File: src/rtl/bmem_bus_serializer.sv
// -----------------------------------------------------------------------------
// bmem_bus_serializer
//
// Cache-side front end for the FPGA memory link. A write collects BEATS 64-bit
// beats from the cache, then sends one address word and 2*BEATS data words on
// the 32-bit multiplexed link and waits for the controller's acknowledge. A
// read sends one address word, then packs pairs of returning 32-bit words into
// 64-bit beats for the cache. Only one transaction is in flight at a time.
// Every output comes straight from a register. Link strobes appear the cycle
// after the FSM enters the state that drives them.
//
// Ports
//   clk, rst                   clock, asynchronous active-high reset
//   bmem_addr                  line address, bits [4:0] ignored
//   bmem_read                  read request pulse
//   bmem_write / bmem_wdata    write beat valid / data
//   bmem_ready                 idle, can accept a request
//   bmem_raddr / bmem_rdata    line address / beat of returning read data
//   bmem_rvalid                read beat valid
//   *_m_to_c                   link from the memory controller
//   *_c_to_m                   link toward the memory controller
// -----------------------------------------------------------------------------
module bmem_bus_serializer #(
    parameter int BEATS = 4
) (
    input  logic        clk,
    input  logic        rst,
    input  logic [31:0] bmem_addr,
    input  logic        bmem_read,
    input  logic        bmem_write,
    input  logic [63:0] bmem_wdata,
    output logic        bmem_ready,
    output logic [31:0] bmem_raddr,
    output logic [63:0] bmem_rdata,
    output logic        bmem_rvalid,
    input  logic [31:0] address_data_bus_m_to_c,
    input  logic        address_on_m_to_c,
    input  logic        data_on_m_to_c,
    input  logic        read_en_m_to_c,
    input  logic        write_en_m_to_c,
    input  logic        resp_m_to_c,
    output logic [31:0] address_data_bus_c_to_m,
    output logic        address_on_c_to_m,
    output logic        data_on_c_to_m,
    output logic        read_en_c_to_m,
    output logic        write_en_c_to_m,
    output logic        resp_c_to_m
);
    localparam int WORDS = 2 * BEATS;
    localparam int BW    = $clog2(BEATS);
    localparam int WW    = $clog2(WORDS);

    localparam logic [2:0] IDLE      = 3'd0;
    localparam logic [2:0] W_COLLECT = 3'd1;
    localparam logic [2:0] W_ADDR    = 3'd2;
    localparam logic [2:0] W_DATA    = 3'd3;
    localparam logic [2:0] W_WAIT    = 3'd4;
    localparam logic [2:0] R_ADDR    = 3'd5;
    localparam logic [2:0] R_WAIT    = 3'd6;

    logic [2:0]    r_state;
    logic [BW-1:0] r_beat_cnt;
    logic [WW-1:0] r_word_cnt;
    logic [31:0]   r_addr;
    logic [31:0]   r_lo;
    logic [63:0]   r_beats [BEATS];

    logic          r_ready;
    logic [31:0]   r_raddr;
    logic [63:0]   r_rdata;
    logic          r_rvalid;
    logic [31:0]   r_bus;
    logic          r_addr_on;
    logic          r_data_on;
    logic          r_rd_en;
    logic          r_wr_en;
    logic          r_resp;

    // Link inputs that carry no meaning toward the cache, plus the ignored
    // low address bits, are gathered here so they are visibly accounted for.
    logic          w_unused;
    assign w_unused = &{1'b0, address_on_m_to_c, write_en_m_to_c, bmem_addr[4:0]};

    // Beat store: written from IDLE (beat 0) and W_COLLECT, never reset since
    // its contents are only meaningful inside a write transaction.
    logic          w_beat_we;
    logic [BW-1:0] w_beat_idx;
    logic [63:0]   w_beat_sel;
    logic [31:0]   w_wword;
    logic          w_rword;

    assign w_beat_we  = bmem_write && ((r_state == IDLE) || (r_state == W_COLLECT));
    assign w_beat_idx = (r_state == IDLE) ? '0 : r_beat_cnt;
    // Word n of the line is half n[0] of beat n/2, low half first.
    assign w_beat_sel = r_beats[r_word_cnt[WW-1:1]];
    assign w_wword    = r_word_cnt[0] ? w_beat_sel[63:32] : w_beat_sel[31:0];
    assign w_rword    = data_on_m_to_c && read_en_m_to_c;

    always_ff @(posedge clk) begin
        if (w_beat_we) begin
            r_beats[w_beat_idx] <= bmem_wdata;
        end
    end

    always_ff @(posedge clk or posedge rst) begin
        if (rst) begin
            r_state    <= IDLE;
            r_beat_cnt <= '0;
            r_word_cnt <= '0;
            r_addr     <= '0;
            r_lo       <= '0;
            r_ready    <= 1'b1;
            r_raddr    <= '0;
            r_rdata    <= '0;
            r_rvalid   <= 1'b0;
            r_bus      <= '0;
            r_addr_on  <= 1'b0;
            r_data_on  <= 1'b0;
            r_rd_en    <= 1'b0;
            r_wr_en    <= 1'b0;
            r_resp     <= 1'b0;
        end else begin
            // Pulsed outputs and link strobes fall back to idle unless the
            // current state drives them this cycle.
            r_rvalid  <= 1'b0;
            r_resp    <= 1'b0;
            r_bus     <= '0;
            r_addr_on <= 1'b0;
            r_data_on <= 1'b0;
            r_rd_en   <= 1'b0;
            r_wr_en   <= 1'b0;

            case (r_state)
                IDLE: begin
                    // Write wins over a simultaneous read; the read is dropped.
                    if (bmem_write) begin
                        r_addr     <= {bmem_addr[31:5], 5'b0};
                        r_beat_cnt <= BW'(1);
                        r_ready    <= 1'b0;
                        r_state    <= W_COLLECT;
                    end else if (bmem_read) begin
                        r_addr     <= {bmem_addr[31:5], 5'b0};
                        r_ready    <= 1'b0;
                        r_state    <= R_ADDR;
                    end
                end
                W_COLLECT: begin
                    if (bmem_write) begin
                        r_beat_cnt <= r_beat_cnt + 1'b1;
                        if (r_beat_cnt == BW'(BEATS - 1)) begin
                            r_state <= W_ADDR;
                        end
                    end
                end
                W_ADDR: begin
                    r_bus      <= r_addr;
                    r_addr_on  <= 1'b1;
                    r_wr_en    <= 1'b1;
                    r_word_cnt <= '0;
                    r_state    <= W_DATA;
                end
                W_DATA: begin
                    r_bus      <= w_wword;
                    r_data_on  <= 1'b1;
                    r_wr_en    <= 1'b1;
                    r_word_cnt <= r_word_cnt + 1'b1;
                    if (r_word_cnt == WW'(WORDS - 1)) begin
                        r_state <= W_WAIT;
                    end
                end
                W_WAIT: begin
                    if (resp_m_to_c) begin
                        r_ready <= 1'b1;
                        r_state <= IDLE;
                    end
                end
                R_ADDR: begin
                    r_bus      <= r_addr;
                    r_addr_on  <= 1'b1;
                    r_rd_en    <= 1'b1;
                    r_word_cnt <= '0;
                    r_state    <= R_WAIT;
                end
                R_WAIT: begin
                    if (w_rword) begin
                        r_word_cnt <= r_word_cnt + 1'b1;
                        if (!r_word_cnt[0]) begin
                            r_lo <= address_data_bus_m_to_c;
                        end else begin
                            r_rdata  <= {address_data_bus_m_to_c, r_lo};
                            r_raddr  <= r_addr;
                            r_rvalid <= 1'b1;
                        end
                        // Final word: acknowledge and become ready together
                        // with the last beat toward the cache.
                        if (r_word_cnt == WW'(WORDS - 1)) begin
                            r_resp  <= 1'b1;
                            r_ready <= 1'b1;
                            r_state <= IDLE;
                        end
                    end
                end
                default: begin
                    r_state <= IDLE;
                end
            endcase
        end
    end

    assign bmem_ready              = r_ready;
    assign bmem_raddr              = r_raddr;
    assign bmem_rdata              = r_rdata;
    assign bmem_rvalid             = r_rvalid;
    assign address_data_bus_c_to_m = r_bus;
    assign address_on_c_to_m       = r_addr_on;
    assign data_on_c_to_m          = r_data_on;
    assign read_en_c_to_m          = r_rd_en;
    assign write_en_c_to_m         = r_wr_en;
    assign resp_c_to_m             = r_resp;

endmodule

File: config.mk
export PLATFORM = sky130hd
export DESIGN_NAME = bmem_bus_serializer
export DESIGN_NICKNAME = d
export VERILOG_FILES = /design/src/rtl/bmem_bus_serializer.sv
export SDC_FILE = /design/constraint.sdc
export NUM_CORES = 1
export LEC_CHECK = 0
export CORE_UTILIZATION = 48
export DETAILED_ROUTE_END_ITERATION = 10
export DONT_BUFFER_PORTS = 1
export GPL_ROUTABILITY_DRIVEN = 0
export PLACE_DENSITY = 0.62
export SLEW_MARGIN = 20
export SYNTH_ARGS = -nofsm -noshare
export SYNTH_HDL_FRONTEND = slang
export SYNTH_SLANG_ARGS = --single-unit
File: constraint.sdc
create_clock -name clk -period 7.8 [get_ports clk]
set_input_delay 1.56 -clock clk [delete_from_list [all_inputs] [get_ports clk]]
set_output_delay 1.56 -clock clk [all_outputs]
set_load 0.03 [all_outputs]
==> flow_results.xml, run 1 <==
<?xml version="1.0" encoding="UTF-8"?>
<metrics>
  <group name="global_route">
    <metric name="gr-total-overflow" unit="">0</metric>
    <metric name="grt_first_pass_wirelength" unit="um">54900</metric>
    <metric name="grt_antenna_before_repair" unit="">1</metric>
    <metric name="first_global_vias" unit="">8828</metric>
    <metric name="grt_start_max_net_pins" unit="">147</metric>
    <metric name="grt_use_total" unit="%">19.4</metric>
  </group>
  <group name="finish">
    <metric name="syn2layout_area_growth" unit="%">11.2</metric>
    <metric name="num-nets-final" unit="">1088</metric>
    <metric name="layout-drive-gt1-share" unit="%">27.2</metric>
    <metric name="multiInputGateArea" unit="mm2">0.00464</metric>
    <metric name="instances_no_fill" unit="">1447</metric>
    <metric name="antenna-diode-count" unit="">0</metric>
    <metric name="ff_latch_area" unit="mm2">0.0126</metric>
    <metric name="fillerInstances" unit="">2745</metric>
  </group>
  <group name="pwr">
    <metric name="power_switching_share" unit="%">33.2</metric>
    <metric name="internal_power" unit="mW">5.41</metric>
    <metric name="fraction_of_power_consumed_by_combinational_cells" unit="%">20.4</metric>
    <metric name="power.total" unit="mW">8.09</metric>
    <metric name="p_switching" unit="mW">2.69</metric>
    <metric name="pwrdens" unit="mW/mm2">413</metric>
    <metric name="max-vdd-ir-drop" unit="uV">249</metric>
    <metric name="pleak" unit="nW">7.69</metric>
    <metric name="pwr-share-clk" unit="%">28.3</metric>
    <metric name="seq_power_share" unit="%">51.4</metric>
  </group>
  <group name="placement">
    <metric name="place_worst_setup_slack" unit="ns">3.76</metric>
    <metric name="placement.io_buffers" unit="">0</metric>
    <metric name="placed_cells" unit="">1359</metric>
    <metric name="post-dp-hpwl" unit="um">20300</metric>
  </group>
  <group name="critical_path">
    <metric name="crit_family" unit="">buffers and inverters</metric>
    <metric name="rrSetupSlack" unit="ns">4.63</metric>
    <metric name="cp-end-kind" unit="">flip-flop</metric>
    <metric name="worst_path_largest_cell_delay" unit="ns">0.66</metric>
    <metric name="path_buf_inv" unit="">2</metric>
    <metric name="path_cells" unit="">nand2_1 -&gt; nor2b_4 -&gt; nand2_4 -&gt; buf_4 -&gt; buf_4 -&gt; mux2_2</metric>
    <metric name="critical_path_required" unit="ns">8.25</metric>
    <metric name="critical_path_fanout_max" unit="">40</metric>
    <metric name="critical_path_class" unit="">in -&gt; reg</metric>
    <metric name="worst_path_max_delay_cell" unit="">sky130_fd_sc_hd__buf_4</metric>
    <metric name="most_numerous_cell_on_the_critical_path" unit="">sky130_fd_sc_hd__buf_4</metric>
    <metric name="arrival_worst_endpoint" unit="ns">3.86</metric>
    <metric name="startpoint_type" unit="">input port</metric>
  </group>
  <group name="die">
    <metric name="die_width" unit="um">194</metric>
    <metric name="row_count" unit="">69</metric>
    <metric name="initial_utilization" unit="%">49.2</metric>
    <metric name="io-pin-count" unit="">272</metric>
    <metric name="die_area" unit="mm2">0.0375</metric>
    <metric name="die_ht" unit="um">194</metric>
    <metric name="core-area" unit="mm2">0.0358</metric>
  </group>
  <group name="clock_tree">
    <metric name="clock_buffer_depth" unit="">3</metric>
    <metric name="cts_htree_levels" unit="">2</metric>
    <metric name="cts_post_setup_buffers_inserted" unit="">0</metric>
    <metric name="clk_pin_slew" unit="ns">0.06</metric>
    <metric name="hold_bufs_at_cts" unit="">0</metric>
    <metric name="tritoncts" unit="">built</metric>
    <metric name="numCtsBuffers" unit="">48</metric>
    <metric name="number_of_sinks_handled_by_clock_tree_synthesis" unit="">453</metric>
    <metric name="clk_latency" unit="ns">0.58</metric>
    <metric name="cts_root_buffer" unit="">sky130_fd_sc_hd__clkbuf_16</metric>
    <metric name="number_of_instances_resized_during_post_cts_repair" unit="">0</metric>
  </group>
  <group name="timing">
    <metric name="setup_viol" unit="">0</metric>
    <metric name="setup_tns" unit="ns">0</metric>
    <metric name="finalHoldViolations" unit="">0</metric>
    <metric name="drv_slew" unit="">0</metric>
    <metric name="worst_max_slew_pin_slew" unit="ns">1.10</metric>
    <metric name="fin_crit_sh" unit="%">43.7</metric>
    <metric name="min_period" unit="ns">3.41</metric>
    <metric name="grt_setup_unrepaired" unit="">no</metric>
    <metric name="timing.fmax" unit="MHz">293</metric>
    <metric name="final.setup.worst_slack" unit="ns">4.39</metric>
    <metric name="fin_skew" unit="ns">0.0101</metric>
    <metric name="relative_slew_margins" unit="%">26.7</metric>
  </group>
  <group name="detailed_routing">
    <metric name="ant_nets" unit="">0</metric>
    <metric name="initialDrtViolationCount" unit="">459</metric>
    <metric name="dr_total_vias" unit="">8260</metric>
    <metric name="wl" unit="um">35500</metric>
    <metric name="wire_per_inst" unit="um">24.6</metric>
    <metric name="route.detailed.drc" unit="">0</metric>
    <metric name="dr.pass1.iters" unit="">5</metric>
    <metric name="vias_per_cell" unit="">5.71</metric>
  </group>
  <group name="synthesis">
    <metric name="cell_count_after_synthesis" unit="">939</metric>
    <metric name="ys_warn_count" unit="">0</metric>
    <metric name="synthesis.area_per_instance" unit="um2">18.8</metric>
    <metric name="netlist-cell-type-count" unit="">41</metric>
    <metric name="postSynth.topFlopCell" unit="">sky130_fd_sc_hd__edfxtp_1</metric>
    <metric name="synth_area" unit="mm2">0.0176</metric>
    <metric name="yosysSeqAreaShare" unit="%">71.6</metric>
    <metric name="yosys_register_bits" unit="">453</metric>
    <metric name="synth_enable_flop_cells" unit="">256</metric>
    <metric name="ys_async_sr_fraction" unit="%">43.5</metric>
  </group>
  <group name="run">
    <metric name="total_of_max_cap_violations" unit="">0</metric>
  </group>
  <group name="status">
    <metric name="outcome" unit="">complete, no violations</metric>
  </group>
  <group name="worst_hold_path">
    <metric name="worst_hold_path_type" unit="">reg -&gt; reg</metric>
  </group>
</metrics>
==> power by group through the flow <==
stage	Clock [mW]	Combinational [mW]	Sequential [mW]
after floorplan	0	1.44	3.98
after detailed placement	0	1.66	4.21
after global placement	0	1.64	4.20
after global routing	2.43	1.79	4.23
final	2.29	1.65	4.16
after CTS	2.34	1.68	4.17
==> final timing paths <==
path                           startpoint                     endpoint  depth (start not counted)
max                        data_on_m_to_c               bmem_raddr[30]                          6
max in group asynchronous             rst  address_data_bus_c_to_m[12]                          2
max reg2reg                    r_state[2]               bmem_raddr[30]                          6
min in group asynchronous             rst               read_en_c_to_m                          1
min reg2reg                       r_lo[2]                bmem_rdata[2]                          1
min                               r_lo[2]                bmem_rdata[2]                          1
==> logic make-up after synthesis <==
logic type | after synthesis | synth area share, %
adder cells (fa/ha/maj) | 4 | 0.270
flip-flops | 453 | 71.6
multiplexers | 276 | 19.8
AO/OA/AOI/OAI | 99 | 4.49
XOR/XNOR | 1 | 0.0497
other | 1 | 0.0213
buffers and inverters | 64 | 2.51
AND/OR/NAND/NOR | 41 | 1.24
==> cells in the mapped netlist (2+ instances only) <==
| library cell | n | area share, % |
|---|---|---|
| sky130_fd_sc_hd__and3_1 | 3 | 0.11 |
| sky130_fd_sc_hd__nand2b_1 | 2 | 0.071 |
| sky130_fd_sc_hd__buf_6 | 15 | 0.96 |
| sky130_fd_sc_hd__ha_1 | 3 | 0.21 |
| sky130_fd_sc_hd__a22oi_1 | 54 | 2.3 |
| sky130_fd_sc_hd__edfxtp_1 | 256 | 44 |
| sky130_fd_sc_hd__buf_4 | 16 | 0.68 |
| sky130_fd_sc_hd__a21oi_1 | 6 | 0.17 |
| sky130_fd_sc_hd__dfrtp_1 | 196 | 28 |
| sky130_fd_sc_hd__nor2_1 | 12 | 0.26 |
| sky130_fd_sc_hd__o21ai_0 | 4 | 0.11 |
| sky130_fd_sc_hd__mux2_2 | 44 | 2.8 |
| sky130_fd_sc_hd__nor2b_1 | 4 | 0.14 |
| sky130_fd_sc_hd__mux2_4 | 109 | 9.3 |
| sky130_fd_sc_hd__nor4_1 | 2 | 0.071 |
| sky130_fd_sc_hd__buf_2 | 24 | 0.68 |
| sky130_fd_sc_hd__nand2_1 | 10 | 0.21 |
| sky130_fd_sc_hd__and3b_1 | 3 | 0.15 |
| sky130_fd_sc_hd__inv_1 | 7 | 0.15 |
| sky130_fd_sc_hd__mux2i_1 | 113 | 6.4 |
| sky130_fd_sc_hd__a32o_1 | 27 | 1.5 |
| sky130_fd_sc_hd__mux4_2 | 10 | 1.3 |
==> layer usage <==
| metal | vias to the layer above | global-route usage, % | part of all wire (%) |
|---|---|---|---|
| li1 | 3632 | - | - |
| met1 | 4271 | 24.8 | 42 |
| met2 | 298 | 31.2 | 47 |
| met3 | 57 | 6.35 | 8.3 |
| met4 | 2 | 6.67 | 2.3 |
| met5 | - | 0 | 0.037 |
==> layout by cell type (no fill, tap or decap), types with 11 or more instances in the layout <==
master / count
sky130_fd_sc_hd__edfxtp_1: 256
sky130_fd_sc_hd__clkbuf_8: 12
sky130_fd_sc_hd__clkbuf_1: 11
sky130_fd_sc_hd__mux2i_1: 113
sky130_fd_sc_hd__mux2_2: 44
sky130_fd_sc_hd__a32o_1: 27
sky130_fd_sc_hd__a22oi_1: 54
sky130_fd_sc_hd__dfrtp_1: 195
sky130_fd_sc_hd__buf_4: 11
sky130_fd_sc_hd__mux2_4: 109
sky130_fd_sc_hd__clkbuf_16: 50
==> through the flow <==
step / util, % / instance area, um2 / hold slack [ns]
after global placement: 50.1 / 18000 / 0.485
final: 54.7 / 19600 / 0.501
after floorplan: - / 17600 / 0.478
after CTS: 54.6 / 19600 / 0.504
after detailed placement: 50.1 / 18000 / 0.493
after global routing: 54.7 / 19600 / 0.512
==> state kept, by name (all words and copies together), names as in the netlist, 2 cells and up <==
signal,flops
r_addr,27
r_beat_cnt,2
r_lo,32
r_state,3
bmem_raddr,27
address_data_bus_c_to_m,32
bmem_rdata,64
r_word_cnt,3
r_beats,256
==> cell type report <==
class / instances / area share, %
clock buffer: 73 / 7.44
inverter: 8 / 0.217
clock inverter: 15 / 0.843
multi-input combinational: 426 / 23.7
tap: 461 / 2.94
timing repair buffer: 11 / 0.422
sequential: 453 / 64.4
No activity file was read; power rests on OpenSTA's default activity.
==> inputs of run 2 (changes only) <==
--- a/config.mk
+++ b/config.mk
@@ -9,7 +9,7 @@
 export DETAILED_ROUTE_END_ITERATION = 10
 export DONT_BUFFER_PORTS = 1
 export GPL_ROUTABILITY_DRIVEN = 0
-export PLACE_DENSITY = 0.62
+export PLACE_DENSITY = 0.64
 export SLEW_MARGIN = 20
 export SYNTH_ARGS = -nofsm -noshare
 export SYNTH_HDL_FRONTEND = slang
==> constraint.sdc (replaced) <==
create_clock -name clk -period 2.9 [get_ports clk]
set_input_delay 0.58 -clock clk [delete_from_list [all_inputs] [get_ports clk]]
set_output_delay 0.58 -clock clk [all_outputs]
set_load 0.03 [all_outputs]
==> run 2 against run 1 <==
Against the previous run:
- critical path depth fell by 2
- first-iteration DRC count fell by 1.3%
- critical endpoint is now r_addr[24]
- largest power group unchanged
- highest routed layer unchanged
- final cell count rose by 1.0%
==> flow_results.xml, run 2 (synthesis results as in run 1) <==
<?xml version="1.0" encoding="UTF-8"?>
<metrics>
  <group name="detailed_routing">
    <metric name="ant_nets" unit="">0</metric>
    <metric name="vias_per_cell" unit="">5.67</metric>
    <metric name="dr_total_vias" unit="">8295</metric>
    <metric name="route.detailed.drc" unit="">0</metric>
    <metric name="initialDrtViolationCount" unit="">453</metric>
    <metric name="wire_per_inst" unit="um">24.6</metric>
    <metric name="dr.pass1.iters" unit="">6</metric>
    <metric name="wl" unit="um">35900</metric>
  </group>
  <group name="critical_path">
    <metric name="crit_family" unit="">compound AO/OA/AOI/OAI gates</metric>
    <metric name="path_buf_inv" unit="">1</metric>
    <metric name="arrival_worst_endpoint" unit="ns">2.63</metric>
    <metric name="path_cells" unit="">nor2_1 -&gt; o211a_2 -&gt; buf_12 -&gt; mux2_2</metric>
    <metric name="critical_path_required" unit="ns">3.34</metric>
    <metric name="critical_path_fanout_max" unit="">15</metric>
    <metric name="cp-end-kind" unit="">flip-flop</metric>
    <metric name="worst_path_largest_cell_delay" unit="ns">0.62</metric>
    <metric name="worst_path_max_delay_cell" unit="">sky130_fd_sc_hd__o211a_2</metric>
    <metric name="critical_path_class" unit="">reg -&gt; reg</metric>
    <metric name="startpoint_type" unit="">flip-flop</metric>
  </group>
  <group name="die">
    <metric name="die_width" unit="um">194</metric>
    <metric name="row_count" unit="">69</metric>
    <metric name="initial_utilization" unit="%">49.2</metric>
    <metric name="io-pin-count" unit="">272</metric>
    <metric name="core-area" unit="mm2">0.0358</metric>
    <metric name="die_area" unit="mm2">0.0375</metric>
    <metric name="die_ht" unit="um">194</metric>
  </group>
  <group name="finish">
    <metric name="layout_commonest_cell" unit="">sky130_fd_sc_hd__edfxtp_1</metric>
    <metric name="num-nets-final" unit="">1104</metric>
    <metric name="antenna-diode-count" unit="">0</metric>
    <metric name="ff_latch_area" unit="mm2">0.0126</metric>
    <metric name="syn2layout_area_growth" unit="%">12.5</metric>
    <metric name="multiInputGateArea" unit="mm2">0.00463</metric>
    <metric name="largest_register_ffs" unit="">256</metric>
    <metric name="fillerInstances" unit="">2766</metric>
    <metric name="layout-drive-gt1-share" unit="%">27.9</metric>
    <metric name="instances_no_fill" unit="">1462</metric>
    <metric name="layout.cells.most_common_list" unit="">256 x sky130_fd_sc_hd__edfxtp_1, 195 x sky130_fd_sc_hd__dfrtp_1, 113 x sky130_fd_sc_hd__mux2i_1</metric>
    <metric name="regMostFlops" unit="">r_beats</metric>
    <metric name="post-route-util" unit="%">55.3</metric>
  </group>
  <group name="timing">
    <metric name="setup_viol" unit="">0</metric>
    <metric name="fin_crit_sh" unit="%">75.3</metric>
    <metric name="final.setup.worst_slack" unit="ns">0.717</metric>
    <metric name="fin_skew" unit="ns">0.0102</metric>
    <metric name="worst_max_slew_pin_slew" unit="ns">0.823</metric>
    <metric name="drv_slew" unit="">0</metric>
    <metric name="relative_slew_margins" unit="%">45.1</metric>
    <metric name="setup_tns" unit="ns">0</metric>
    <metric name="timing.fmax" unit="MHz">458</metric>
    <metric name="min_period" unit="ns">2.18</metric>
    <metric name="finalHoldViolations" unit="">0</metric>
    <metric name="grt_setup_unrepaired" unit="">no</metric>
  </group>
  <group name="global_route">
    <metric name="first_global_vias" unit="">8892</metric>
    <metric name="gr-total-overflow" unit="">0</metric>
    <metric name="grt_first_pass_wirelength" unit="um">55100</metric>
    <metric name="grt_start_max_net_pins" unit="">134</metric>
    <metric name="grt_use_total" unit="%">19.5</metric>
    <metric name="grt_antenna_before_repair" unit="">3</metric>
  </group>
  <group name="placement">
    <metric name="placed_cells" unit="">1375</metric>
    <metric name="place_worst_setup_slack" unit="ns">0.689</metric>
    <metric name="post-dp-hpwl" unit="um">21800</metric>
    <metric name="placement.io_buffers" unit="">0</metric>
  </group>
  <group name="pwr">
    <metric name="max-vdd-ir-drop" unit="uV">649</metric>
    <metric name="pleak" unit="nW">7.79</metric>
    <metric name="pwrdens" unit="mW/mm2">1100</metric>
  </group>
  <group name="clock_tree">
    <metric name="clock_buffer_depth" unit="">3</metric>
    <metric name="clk_pin_slew" unit="ns">0.06</metric>
    <metric name="number_of_sinks_handled_by_clock_tree_synthesis" unit="">453</metric>
    <metric name="tritoncts" unit="">built</metric>
    <metric name="cts_post_setup_buffers_inserted" unit="">0</metric>
    <metric name="clk_latency" unit="ns">0.56</metric>
    <metric name="numCtsBuffers" unit="">47</metric>
    <metric name="cts_root_buffer" unit="">sky130_fd_sc_hd__clkbuf_16</metric>
    <metric name="cts_htree_levels" unit="">2</metric>
  </group>
  <group name="status">
    <metric name="outcome" unit="">complete, no violations</metric>
  </group>
  <group name="worst_hold_path">
    <metric name="worst_hold_path_type" unit="">in -&gt; reg</metric>
  </group>
  <group name="run">
    <metric name="total_of_max_cap_violations" unit="">0</metric>
  </group>
</metrics>
-- run 2: cell types whose count changed in the layout (fill, tap and decap cells not counted), moves of 2 or more --
cell / delta
sky130_fd_sc_hd__buf_12: +16
sky130_fd_sc_hd__clkinvlp_4: -2
sky130_fd_sc_hd__clkbuf_1: +4
sky130_fd_sc_hd__clkbuf_16: -2
-- run 2: where the power goes --
| part | internal, mW | switching (mW) | total (mW) |
|---|---|---|---|
| logic | 2.62 | 2.08 | 4.70 |
| clock network | 3.53 | 2.36 | 5.90 |
| registers | 8.37 | 2.76 | 11.1 |
-- run 2: final timing paths --
kind                                start              to  slack (ns)  cells past startpoint
hold reg to reg                  r_lo[29]  bmem_rdata[29]        0.50                      1
setup / recovery               r_state[1]      r_addr[24]        0.72                      4
max in group asynchronous             rst  bmem_raddr[28]        1.61                      3
hold / removal             bmem_wdata[44]  r_beats[1][44]        0.11                      0
setup reg to reg               r_state[1]      r_addr[24]        0.72                      4
min in group asynchronous             rst      r_state[2]        0.62                      3
-- run 2: stage by stage --
step | hold WS (ns) | area (um2) | power, mW
after global placement | 0.482 | 18300 | 15.9
after global routing | 0.0751 | 19800 | 22.7
after floorplan | 0.478 | 17700 | 14.6
final | 0.107 | 19800 | 21.7
after CTS | 0.0660 | 19800 | 22.0
after detailed placement | 0.491 | 18300 | 16.0
-- run 2: cell type report --
cell class	instances	share of cell area [%]
flip-flops and latches	453	63.7
multi-input cells	426	23.4
clock inverters	11	0.575
inverters	8	0.170
repair buffers	28	2.08
well taps	461	2.91
clock buffers	75	7.18
-- run 2: what timing repair did --
| item | 4_1_cts | 5_1_grt |
|---|---|---|
| hold endpoints to repair | 7 | 0 |
| hold buffers | 1 | 0 |
| resized for setup | 0 | 0 |
-- run 2: layer usage --
metal	track usage, %	routed length [um]
met5	0	41
met4	6.96	833
met3	6.96	3160
met2	31.7	17200
met1	24.1	14700
-- run 2: worst reg2reg max path: cells and delay by family, from the launching register on --
| family | cells | cell delay (ns) |
|---|---|---|
| buffers and inverters | 1 | 0.26 |
| AO/OA/AOI/OAI | 1 | 0.62 |
| AND/OR/NAND/NOR | 1 | 0.30 |
| multiplexers | 1 | 0.37 |
| flip-flops | 1 | 0.52 |
